<file path="config.mk">
export PLATFORM = sky130hd
export DESIGN_NAME = sobel_scan_ctrl
export DESIGN_NICKNAME = d
export VERILOG_FILES = /design/src/rtl/sobel_pkg.sv /design/src/rtl/sobel_delay_line.sv /design/src/rtl/sobel_scan_ctrl.sv
export SDC_FILE = /design/constraint.sdc
export NUM_CORES = 1
export LEC_CHECK = 0
export CAP_MARGIN = 30
export CORE_MARGIN = 10
export CORE_UTILIZATION = 35
export DETAILED_ROUTE_END_ITERATION = 6
export GPL_TIMING_DRIVEN = 1
export SYNTH_ARGS = -nofsm -noshare
export SYNTH_HDL_FRONTEND = slang
export SYNTH_HIERARCHICAL = 1
export SYNTH_SLANG_ARGS = --single-unit
</file>
<file path="constraint.sdc">
create_clock -name clk -period 3.87 [get_ports clk]
set_input_delay 0.5805 -clock clk [delete_from_list [all_inputs] [get_ports clk]]
set_output_delay 0.5805 -clock clk [all_outputs]
set_load 0.02 [all_outputs]
</file>
<file path="src/rtl/sobel_pkg.sv">
// rtl/sobel_pkg.sv - shared types, defaults and helpers for the Sobel scan controller
package sobel_pkg;

  // Frame sequencer states
  typedef enum logic [1:0] {
    ST_IDLE  = 2'd0,
    ST_RUN   = 2'd1,
    ST_DRAIN = 2'd2,
    ST_DONE  = 2'd3
  } sobel_state_t;

  localparam int SOBEL_IMG_W_DEF = 512;
  localparam int SOBEL_IMG_H_DEF = 512;

  // Smallest address width that covers every pixel of a w x h image
  function automatic int sobel_addr_w(input int w, input int h);
    return ((w * h) <= 2) ? 1 : $clog2(w * h);
  endfunction

endpackage

</file>
<file path="src/rtl/sobel_delay_line.sv">
// rtl/sobel_delay_line.sv - PIPE-stage {we, addr} delay with synchronous clear
module sobel_delay_line #(
  parameter int PIPE = 2,
  parameter int AW   = 18
) (
  input  logic          i_clk,
  input  logic          i_clr,
  input  logic          i_we,
  input  logic [AW-1:0] i_addr,
  output logic          o_we,
  output logic [AW-1:0] o_addr
);

  generate
    if (PIPE == 0) begin : g_pass
      assign o_we   = i_we;
      assign o_addr = i_addr;
    end else begin : g_pipe
      logic [PIPE-1:0] r_we;
      logic [AW-1:0]   r_addr [PIPE];

      // Shift the write strobe and its address down the pipe; clear drops anything in flight
      always_ff @(posedge i_clk) begin
        if (i_clr) begin
          r_we <= '0;
          for (int i = 0; i < PIPE; i++) begin
            r_addr[i] <= '0;
          end
        end else begin
          r_we[0]   <= i_we;
          r_addr[0] <= i_addr;
          for (int i = 1; i < PIPE; i++) begin
            r_we[i]   <= r_we[i-1];
            r_addr[i] <= r_addr[i-1];
          end
        end
      end

      assign o_we   = r_we[PIPE-1];
      assign o_addr = r_addr[PIPE-1];
    end
  endgenerate

endmodule

</file>
<file path="src/rtl/sobel_scan_ctrl.sv">
// rtl/sobel_scan_ctrl.sv - raster-scan sequencer for the Sobel datapath (optional SOBEL_BORDER_CLEAR_EN)
module sobel_scan_ctrl
  import sobel_pkg::*;
#(
  parameter int IMG_W  = SOBEL_IMG_W_DEF,
  parameter int IMG_H  = SOBEL_IMG_H_DEF,
  parameter int ADDR_W = sobel_addr_w(SOBEL_IMG_W_DEF, SOBEL_IMG_H_DEF),
  parameter int PIPE   = 2
) (
  input  logic              clk,
  input  logic              reset,
  input  logic              start,
  input  logic              stall,
  output logic              busy,
  output logic              done,
  output logic              in_rd_en,
  output logic [ADDR_W-1:0] in_addr,
  output logic              shift_en,
  output logic              out_we,
  output logic [ADDR_W-1:0] out_addr
`ifdef SOBEL_BORDER_CLEAR_EN
  ,
  output logic              border_we,
  output logic [ADDR_W-1:0] border_addr
`endif
);

  localparam int COL_W   = (IMG_W > 1) ? $clog2(IMG_W) : 1;
  localparam int ROW_W   = (IMG_H > 1) ? $clog2(IMG_H) : 1;
  localparam int DRAIN_W = $clog2(PIPE + 2);

  localparam logic [COL_W-1:0]   COL_LAST = COL_W'(IMG_W - 1);
  localparam logic [ROW_W-1:0]   ROW_LAST = ROW_W'(IMG_H - 1);
  localparam logic [ADDR_W-1:0]  ADDR_OFS = ADDR_W'(IMG_W + 1);
  localparam logic [DRAIN_W-1:0] DRAIN_END = DRAIN_W'(PIPE);

  sobel_state_t       r_state;
  logic [ROW_W-1:0]   r_row;
  logic [COL_W-1:0]   r_col;
  logic [ADDR_W-1:0]  r_addr;
  logic [DRAIN_W-1:0] r_drain;
  logic               r_busy;
  logic               r_done;

  logic               r_shift_en;
  logic               r_int_we;
  logic [ADDR_W-1:0]  r_int_addr;

  logic               w_rd;
  logic               w_last_px;
  logic               w_interior;

  assign w_rd       = (r_state == ST_RUN) && !stall;
  assign w_last_px  = (r_row == ROW_LAST) && (r_col == COL_LAST);
  // Pixel at (r,c) completes the 3x3 window centred on (r-1,c-1)
  assign w_interior = (r_row >= ROW_W'(2)) && (r_col >= COL_W'(2));

  // Frame sequencer: state, raster counters, drain timer and status flags
  always_ff @(posedge clk) begin
    if (reset) begin
      r_state <= ST_IDLE;
      r_row   <= '0;
      r_col   <= '0;
      r_addr  <= '0;
      r_drain <= '0;
      r_busy  <= 1'b0;
      r_done  <= 1'b0;
    end else begin
      case (r_state)
        ST_IDLE, ST_DONE: begin
          if (start) begin
            r_state <= ST_RUN;
            r_row   <= '0;
            r_col   <= '0;
            r_addr  <= '0;
            r_busy  <= 1'b1;
            r_done  <= 1'b0;
          end
        end
        ST_RUN: begin
          if (!stall) begin
            if (w_last_px) begin
              r_state <= ST_DRAIN;
              r_drain <= '0;
              r_row   <= '0;
              r_col   <= '0;
              r_addr  <= '0;
            end else begin
              // Linear address advances alongside (r,c), so no multiply is needed
              r_addr <= r_addr + 1'b1;
              if (r_col == COL_LAST) begin
                r_col <= '0;
                r_row <= r_row + 1'b1;
              end else begin
                r_col <= r_col + 1'b1;
              end
            end
          end
        end
        ST_DRAIN: begin
          // Covers the read latency plus the datapath pipe so the last result lands
          if (r_drain == DRAIN_END) begin
            r_state <= ST_DONE;
            r_busy  <= 1'b0;
            r_done  <= 1'b1;
          end else begin
            r_drain <= r_drain + 1'b1;
          end
        end
        default: begin
          r_state <= ST_IDLE;
          r_busy  <= 1'b0;
          r_done  <= 1'b0;
        end
      endcase
    end
  end

  // Track the read one cycle later, when its data reaches the datapath
  always_ff @(posedge clk) begin
    if (reset) begin
      r_shift_en <= 1'b0;
      r_int_we   <= 1'b0;
      r_int_addr <= '0;
    end else begin
      r_shift_en <= w_rd;
      r_int_we   <= w_rd && w_interior;
      r_int_addr <= (w_rd && w_interior) ? (r_addr - ADDR_OFS) : '0;
    end
  end

  sobel_delay_line #(
    .PIPE (PIPE),
    .AW   (ADDR_W)
  ) u_delay (
    .i_clk  (clk),
    .i_clr  (reset),
    .i_we   (r_int_we),
    .i_addr (r_int_addr),
    .o_we   (out_we),
    .o_addr (out_addr)
  );

`ifdef SOBEL_BORDER_CLEAR_EN
  logic              r_border_we;
  logic [ADDR_W-1:0] r_border_addr;
  logic              w_on_border;

  assign w_on_border = (r_row == '0) || (r_row == ROW_LAST) ||
                       (r_col == '0) || (r_col == COL_LAST);

  // Border clears fire alongside the shift strobe of the edge pixel itself
  always_ff @(posedge clk) begin
    if (reset) begin
      r_border_we   <= 1'b0;
      r_border_addr <= '0;
    end else begin
      r_border_we   <= w_rd && w_on_border;
      r_border_addr <= (w_rd && w_on_border) ? r_addr : '0;
    end
  end

  assign border_we   = r_border_we;
  assign border_addr = r_border_addr;
`endif

  assign busy     = r_busy;
  assign done     = r_done;
  assign in_rd_en = w_rd;
  assign in_addr  = r_addr;
  assign shift_en = r_shift_en;

endmodule
</file>
==> impl_metrics.tcl, run 1 <==
set metrics [dict create \
    drtAntennaViolNets 0 \
    grt_pass1_vias 2798 \
    antenna_cells 0 \
    ir_drop_uv 229 \
    cp_cell_sequence "ha_1 -> and3_1 -> and3_1 -> and3_1 -> ha_1 -> nand2b_1 -> nor3_1 -> o21ai_0 -> a311oi_1" \
    arrival_ns 3.03 \
    initial_core_util_pct 36.1 \
    cp.required_ns 4.12 \
    die_area_um2 17400 \
    drt_pre_antenna_iters 4 \
    synth_edf_count 0 \
    ys_ff_latch 100 \
    hold_violations 0 \
    cts.clk_slew.worst_paths_ns 0.07 \
    antenna_found_initial 0 \
    wire_per_inst_um 12.9 \
    finalCriticalPeriod_ns 2.77 \
    yosys-top-cells-area "dfxtp_1 46%, nor2b_4 6.3%, a21oi_1 4.9%" \
    synth_area_um2 4370 \
    grt_pass1_wl_mm 13.4 \
    numCtsBuffers 9 \
    vias 3080 \
    design_area_um2 5030 \
    hold_end "u_delay/g_pipe.r_addr[0][0]$_SDFF_PP0_" \
    min_from "r_int_addr[0]$_SDFF_PP0_" \
    critPathMaxStageDelay_ns 0.59 \
    grt.overflow.total 0 \
    setup_viol 0 \
    ys_seq_area_share_pct 45.8 \
    ctsLongestPathBuffers 2 \
    setup.worst_path.end_class "flop" \
    synth_area_leader_cell "dfxtp_1" \
    worst_pin_slew_ns 0.690 \
    drc 0 \
    p_leak_nw 1.80 \
    worst-r2r-cell-count 9 \
    htreeDepth 3 \
    final_cell_mix "100 x dfxtp_1, 43 x a21oi_1, 43 x clkdlybuf4s50_1" \
    synth_cells 454 \
    via_per_inst 4.84 \
    ys.flop_type "dfxtp_1" \
    cts_resized 0 \
    critPathMostFrequentCell "and3_1" \
    clock_latency_ns 0.34 \
    synth.avg_cell_area_um2 9.63 \
    async_reset_ff_share_pct 0 \
    io_buffers 44 \
    gp_congestion 0.855 \
    finalCoreUtilization_pct 41.5 \
    timing.final.crit_share_pct 71.7 \
    worstSetupStartpointType "flop" \
    min_path_type "reg2reg" \
    finalNetCount 480 \
    fin_skew_ns 0.00493 \
    powerDensity_nw_per_um2 511 \
    crit_fanout 7 \
    relSlewSlack_pct 53.6 \
    slowest_stage "nor3_1" \
    grt_use_total_pct 9.26 \
    post-cts-setup-buffer-count 0 \
    cts_root_buffer "clkbuf_16" \
    r2r-end "r_col[7]$_SDFFE_PP0P_" \
    outcome "complete, no violations" \
    crit_cells 9 \
    slew_viol_final 0 \
    die_h_um 132 \
    crit_type "reg2reg" \
    yosys_warnings 6 \
    crit_family "simple AND/OR/NAND/NOR gates" \
    placed_area_um2 4730 \
    num_rows 40 \
    final_cells 637 \
    layout_commonest_cell "dfxtp_1" \
    drtIter0Drc 209 \
    dp_hpwl_mm 5.80 \
    rsz0062_at_grt "false" \
    synth.distinct_cells 54 \
    crit_buf_inv 0 \
    syn_to_final_growth_pct 15.1 \
    cts_sinks 100 \
    die_x_um 132 \
    cts_hold_buf 0 \
    maxCapViolations 0 \
    grt_start_max_net_pins 39 \
    r2r_slack_ns 1.10 \
    wl_mm 8.20 \
    syn_nets 469 \
    cts_tree "yes" \
    placed_cells 622 \
    fmax_mhz 360 \
    hold_depth 1 \
    drive_gt1_share_pct 11.7 \
    netlist.area_leader.share_pct 45.8 \
    rr_startpoint "r_col[1]$_SDFFE_PP0P_" \
    core_um2 12100 \
    finalSetupTns_ns 0 \
    ios 45 \
]
worst max path at each step:
stage | startpoint | endpoint | slack [ns]
finish | r_col[1]$_SDFFE_PP0P_ | r_col[7]$_SDFFE_PP0P_ | 1.10
global route | r_col[1]$_SDFFE_PP0P_ | r_col[7]$_SDFFE_PP0P_ | 0.90
CTS | r_col[1]$_SDFFE_PP0P_ | r_col[7]$_SDFFE_PP0P_ | 1.13
detailed placement | start | in_addr[11]$_SDFFE_PP0P_ | 1.04
global placement | start | in_addr[11]$_SDFFE_PP0P_ | 1.13
floorplan | r_col[1]$_SDFFE_PP0P_ | r_col[7]$_SDFFE_PP0P_ | 1.45
per-stage QoR:
stage	setup slack [ns]	total power [mW]	hold slack, ns
after floorplan	1.45	1.56	0.411
after global placement	1.13	1.67	0.422
after detailed placement	1.04	1.68	0.421
after CTS	1.13	2.60	0.437
after global routing	0.900	2.71	0.453
final	1.10	2.57	0.433
cells by family (layout without fill, tap and decap cells):
family / after synthesis / in the layout / share of synthesized area (%)
flip-flops: 100 / 100 / 45.8
multiplexers: 1 / 1 / 0.229
AO/OA/AOI/OAI: 94 / 94 / 13.4
adder cells (fa/ha/maj): 11 / 11 / 3.15
AND/OR/NAND/NOR: 176 / 176 / 27.0
XOR/XNOR: 11 / 11 / 2.20
buffers and inverters: 61 / 76 / 8.24
layout make-up:
class                   count  area (µm²)
fillers                  1205        7080
inverters                  16        60.1
clock inverters             5        67.6
repair buffers             45         443
flip-flops and latches    100        2000
multi-input cells         293        2010
clock buffers              10         239
well taps                 168         210
flip-flops by register name, indices dropped and copies added, names as in the netlist, 2 cells and up:
name and count:
u_delay/g_pipe.r_addr 36, r_int_addr 18, r_row 9, r_col 9, r_state 2, in_addr 18, u_delay/g_pipe.r_we 2, r_drain 2
routing by layer:
metal	vias to the layer above	share of wire [%]	global-route usage, %
li1	1591	-	-
met1	1416	49	11.7
met2	58	44	13.6
met3	15	4.4	2.48
met4	0	2.8	6.00
met5	-	0	0
where the power goes:
part           internal (mW)  switching (mW)  total [mW]  leakage (nW)
Combinational          0.201           0.369       0.570         0.844
Sequential              1.06          0.0312        1.09         0.806
Clock                  0.525           0.387       0.912         0.151
Total                   1.79           0.787        2.57          1.80
worst register-to-register path: cells and delay by family, from the launching register on:
kind	cells	cell delay, ns
simple gates	5	1.46
compound gates	2	0.47
fa+ha+maj	2	0.43
flops	1	0.34
cell usage after synthesis, types with 12 or more instances:
master and number:
buf_4 18, o21ai_0 15, or4_1 13, inv_1 16, clkbuf_1 17, nand2_1 22, nor2b_1 14, nor2_1 26
o31ai_1 15, nor2b_4 20, a21oi_1 43, dfxtp_1 100, nand3_1 12
Power figures use the tool's default switching activity.
==> run 2, diff against run 1 <==
clock period = 2.3 ns   (was 3.87 ns; I/O delays follow)
==> impl_metrics.tcl, run 2 (synthesis results as in run 1) <==
set metrics [dict create \
    gp_congestion 0.855 \
    syn_to_final_growth_pct 23.1 \
    dp_hpwl_mm 6.18 \
    clock_latency_ns 0.34 \
    antenna_found_initial 0 \
    cts_sinks 100 \
    fin_skew_ns 0.00717 \
    finalCoreUtilization_pct 44.4 \
    drc 0 \
    initial_core_util_pct 36.1 \
    num_rows 40 \
    grt_start_max_net_pins 46 \
    layout_commonest_cell "dfxtp_1" \
    worstSetupStartpointType "flop" \
    drtAntennaViolNets 0 \
    slew_viol_final 0 \
    crit_family "simple AND/OR/NAND/NOR gates" \
    top_register "u_delay/g_pipe.r_addr" \
    power.share.clock_pct 33.6 \
    outcome "complete, no violations" \
    finalNetCount 507 \
    arrival_ns 2.57 \
    maxCapViolations 0 \
    rsz0062_at_grt "true" \
    cts_root_buffer "clkbuf_16" \
    hold_violations 0 \
    finalCriticalPeriod_ns 2.30 \
    comb_power_share_pct 26.5 \
    grt_use_total_pct 9.86 \
    crit_fanout 6 \
    io_buffers 44 \
    crit_path_end "r_row[5]$_SDFFE_PP0P_" \
    worst-r2r-cell-count 9 \
    final_cell_mix "98 x dfxtp_1, 43 x clkdlybuf4s50_1, 38 x a21oi_1" \
    cp.required_ns 2.57 \
    grt.overflow.total 0 \
    finalSetupTns_ns 0 \
    powerDensity_nw_per_um2 853 \
    critPathLaunch "r_col[0]$_SDFFE_PP0P_" \
    placed_cells 644 \
    grt_pass1_wl_mm 14.4 \
    ctsLongestPathBuffers 2 \
    switching_share_pct 30.9 \
    die_x_um 132 \
    fmax_mhz 435 \
    p_leak_nw 1.96 \
    setup_slack_ns 0.000273 \
    crit_buf_inv 0 \
    r2r-end "r_row[5]$_SDFFE_PP0P_" \
    slowest_stage "or4_4" \
    vias 3214 \
    worst_pin_slew_ns 0.451 \
    setup.worst_path.end_class "flop" \
    crit_type "reg2reg" \
    cts_tree "yes" \
    numCtsBuffers 9 \
    cp_cell_sequence "ha_4 -> and3_4 -> and3_4 -> and3_4 -> ha_4 -> nand2b_4 -> a211o_4 -> or4_4 -> a21oi_2" \
    post-place-ws_ns -0.0809 \
    crit_cells 9 \
    power_mw 4.59 \
    setup_viol 0 \
    die_area_um2 17400 \
    core_um2 12100 \
    drtIter0Drc 206 \
    relSlewSlack_pct 69.9 \
    critPathMostFrequentCell "and3_4" \
    r2r_slack_ns 0.0003 \
    critPathMaxStageDelay_ns 0.49 \
    die_h_um 132 \
    switchingPower_mw 1.42 \
    htreeDepth 3 \
    cts.clk_slew.worst_paths_ns 0.07 \
    wl_mm 8.84 \
    wire_per_inst_um 13.3 \
    final_cells 664 \
    antenna_cells 0 \
    timing.final.crit_share_pct 100 \
    ios 45 \
    rr_startpoint "r_col[0]$_SDFFE_PP0P_" \
    min_path_type "in2reg" \
    largest_reg_flops 36 \
    drt_pre_antenna_iters 4 \
    p_seq_share_pct 39.9 \
    grt_pass1_vias 3005 \
    ir_drop_uv 566 \
    drive_gt1_share_pct 20.4 \
    via_per_inst 4.84 \
    p_int_mw 3.17 \
]
## run 2: cell count changes in the layout (fill, tap and decap cells not counted), sizes merged
cell and change:
buf +27, clkbuf -1, inv +1
## run 2: area by class of cell
class                   instances  area, µm²
clock inverters                 6       78.8
repair buffers                 72        683
clock buffers                   9        225
flip-flops and latches        100       2000
inverters                      16       60.1
fillers                      1176       6730
multi-input cells             293       2120
well taps                     168        210
## run 2: power groups by stage
stage / registers, mW / clock network [mW] / logic (mW)
final: 1.83 / 1.54 / 1.21
after global placement: 1.87 / 0 / 1.11
after CTS: 1.83 / 1.59 / 1.19
after floorplan: 1.88 / 0 / 0.756
after global routing: 1.84 / 1.65 / 1.35
after detailed placement: 1.87 / 0 / 1.14
## run 2: per-stage QoR
step | instance area, µm² | hold WS (ns)
after detailed placement | 4950 | 0.425
after global placement | 4950 | 0.423
after floorplan | 4400 | 0.411
after global routing | 5380 | 0.405
after CTS | 5330 | 0.378
final | 5380 | 0.389
## run 2: timing repair
item	4_1_cts	5_1_grt
cloned	0	0
setup buffers	4	1
pin swaps	7	4
gates resized for setup	7	10
hold buffers	0	0
setup endpoints to repair	4	5
## run 2: worst min path at each step
stage,startpoint,endpoint,slack [ns],cells after the start
2_1_floorplan,r_int_addr[0]$_SDFF_PP0_,u_delay/g_pipe.r_addr[0][0]$_SDFF_PP0_,0.41,1
3_3_place_gp,r_int_addr[0]$_SDFF_PP0_,u_delay/g_pipe.r_addr[0][0]$_SDFF_PP0_,0.42,1
3_5_place_dp,r_int_addr[12]$_SDFF_PP0_,u_delay/g_pipe.r_addr[0][12]$_SDFF_PP0_,0.42,1
4_1_cts,reset,busy$_SDFFE_PP0P_,0.38,2
5_1_grt,reset,r_row[1]$_SDFFE_PP0P_,0.40,2
6_report,reset,busy$_SDFFE_PP0P_,0.39,2
## run 2: per-layer routing
metal  part of all wire (%)  track usage [%]
met5                      0                0
met4                    2.1             4.70
met3                    6.4             3.28
met2                     46             15.2
met1                     46             12.1
==> run 3, diff against run 2 <==
CORE_MARGIN = 4   (was 10)
CORE_UTILIZATION = 51   (was 35)
PLACE_DENSITY = 0.76   (was default)
==> impl_metrics.tcl, run 3 (synthesis results as in run 1) <==
set metrics [dict create \
    via_per_inst 5.40 \
    cts.clk_slew.worst_paths_ns 0.11 \
    vias 3285 \
    htreeDepth 3 \
    hold_slack_ns 0.364 \
    post-place-ws_ns -0.0902 \
    rsz0062_at_grt "true" \
    power_mw 4.20 \
    min_path_type "in2reg" \
    finalCriticalPeriod_ns 2.30 \
    clock_latency_ns 0.37 \
    violations "setup timing" \
    grt.overflow.total 0 \
    setup.worst_path.end_class "flop" \
    timing.final.crit_share_pct 100 \
    maxCapViolations 0 \
    placed_cells 587 \
    drt_pre_antenna_iters 4 \
    setup_viol 1 \
    grt_pass1_wl_mm 13.9 \
    slew_viol_final 0 \
    fmax_mhz 434 \
    hold_violations 0 \
    drtIter0Drc 141 \
    dp_hpwl_mm 5.77 \
    cts_hold_buf 0 \
    outcome "complete, but fails checks" \
    gp_congestion 0.823 \
    final_cells 608 \
    worst_pin_slew_ns 0.563 \
    io_buffers 44 \
    ios 45 \
    die_x_um 101 \
    powerDensity_nw_per_um2 805 \
    wire_per_inst_um 13.7 \
    antenna_cells 0 \
    worstSetupStartpointType "flop" \
    cts_root_buffer "clkbuf_8" \
    wl_mm 8.34 \
    crit_fanout 5 \
    ctsLongestPathBuffers 2 \
    initial_core_util_pct 52.7 \
    drive_gt1_share_pct 21.5 \
    layout_commonest_cell "dfxtp_1" \
    grt_use_total_pct 16.9 \
    core_um2 8300 \
    p_leak_nw 1.93 \
    cts_sinks 100 \
    final_cell_mix "97 x dfxtp_1, 42 x clkdlybuf4s50_1, 41 x a21oi_1" \
    multi_input_area_um2 2120 \
    ff_latch_area_um2 2010 \
    setup_slack_ns -0.00196 \
    num_rows 33 \
    fin_skew_ns 0.0140 \
    finalNetCount 513 \
    die_h_um 101 \
    drtAntennaViolNets 0 \
    top_register "u_delay/g_pipe.r_addr" \
    antenna_found_initial 0 \
    cts_tree "yes" \
    relSlewSlack_pct 62.4 \
    grt_start_max_net_pins 44 \
    numCtsBuffers 9 \
    cp.required_ns 2.61 \
    drc 0 \
    crit_type "reg2reg" \
    syn_to_final_growth_pct 19.4 \
    die_area_um2 10100 \
    largest_reg_flops 36 \
    grt_pass1_vias 3101 \
    ir_drop_uv 671 \
    finalCoreUtilization_pct 62.9 \
    n_fill_cell 704 \
    arrival_ns 2.61 \
]
[run 3: report_power, final]
group	internal (mW)	total [mW]	leakage, nW	switching, mW
clock	0.432	1.11	0.101	0.679
combinational	0.548	1.25	1.02	0.706
sequential	1.78	1.84	0.808	0.0541
[run 3: timing repair]
item                                    CTS  global route
endpoints found under the setup margin    6            14
resized for setup                         8            10
setup buffers                             3             2
pin swaps                                 4            10
[run 3: worst paths after layout]
| check | startpoint | to | slack (ns) | cells past startpoint |
|---|---|---|---|---|
| setup / recovery | r_col[0]$_SDFFE_PP0P_ | r_row[5]$_SDFFE_PP0P_ | -0.002 | 9 |
| hold / removal | reset | r_col[1]$_SDFFE_PP0P_ | 0.36 | 2 |
| setup reg to reg | r_col[0]$_SDFFE_PP0P_ | r_row[5]$_SDFFE_PP0P_ | -0.002 | 9 |
| hold reg to reg | r_int_addr[0]$_SDFF_PP0_ | u_delay/g_pipe.r_addr[0][0]$_SDFF_PP0_ | 0.44 | 1 |
[run 3: layout make-up]
type / count / share of cell area (%)
clock buffer: 9 / 2.37
clock inverter: 7 / 1.41
inverter: 16 / 1.15
multi-input combinational: 293 / 40.7
sequential: 100 / 38.4
tap: 105 / 2.52
timing repair buffer: 78 / 13.4
[run 3: metal layers]
metal  GRT usage, %  wire (µm)  up-vias
li1               -          -     1659
met1           20.9       3900     1543
met2           28.0       3980       69
met3           3.46        297       14
met4           7.88        161        0
met5              0          0        -
[run 3: metrics by stage]
step	instance area (µm²)	TNS, ns
finish	5220	-0.00196
global route	5220	-0.228
global placement	4890	0
floorplan	4400	0
detailed placement	4890	-0.195
CTS	5150	-0.0355
[run 3: critical path, cell delays in order, from the launching register on]
cell and delay [ns]:
dfxtp_2 0.37, ha_4 0.13, and3_4 0.18, and3_4 0.18, and3_4 0.19, ha_4 0.15, nand2b_4 0.06, a211o_4 0.35
or4_4 0.48, a21oi_2 0.15
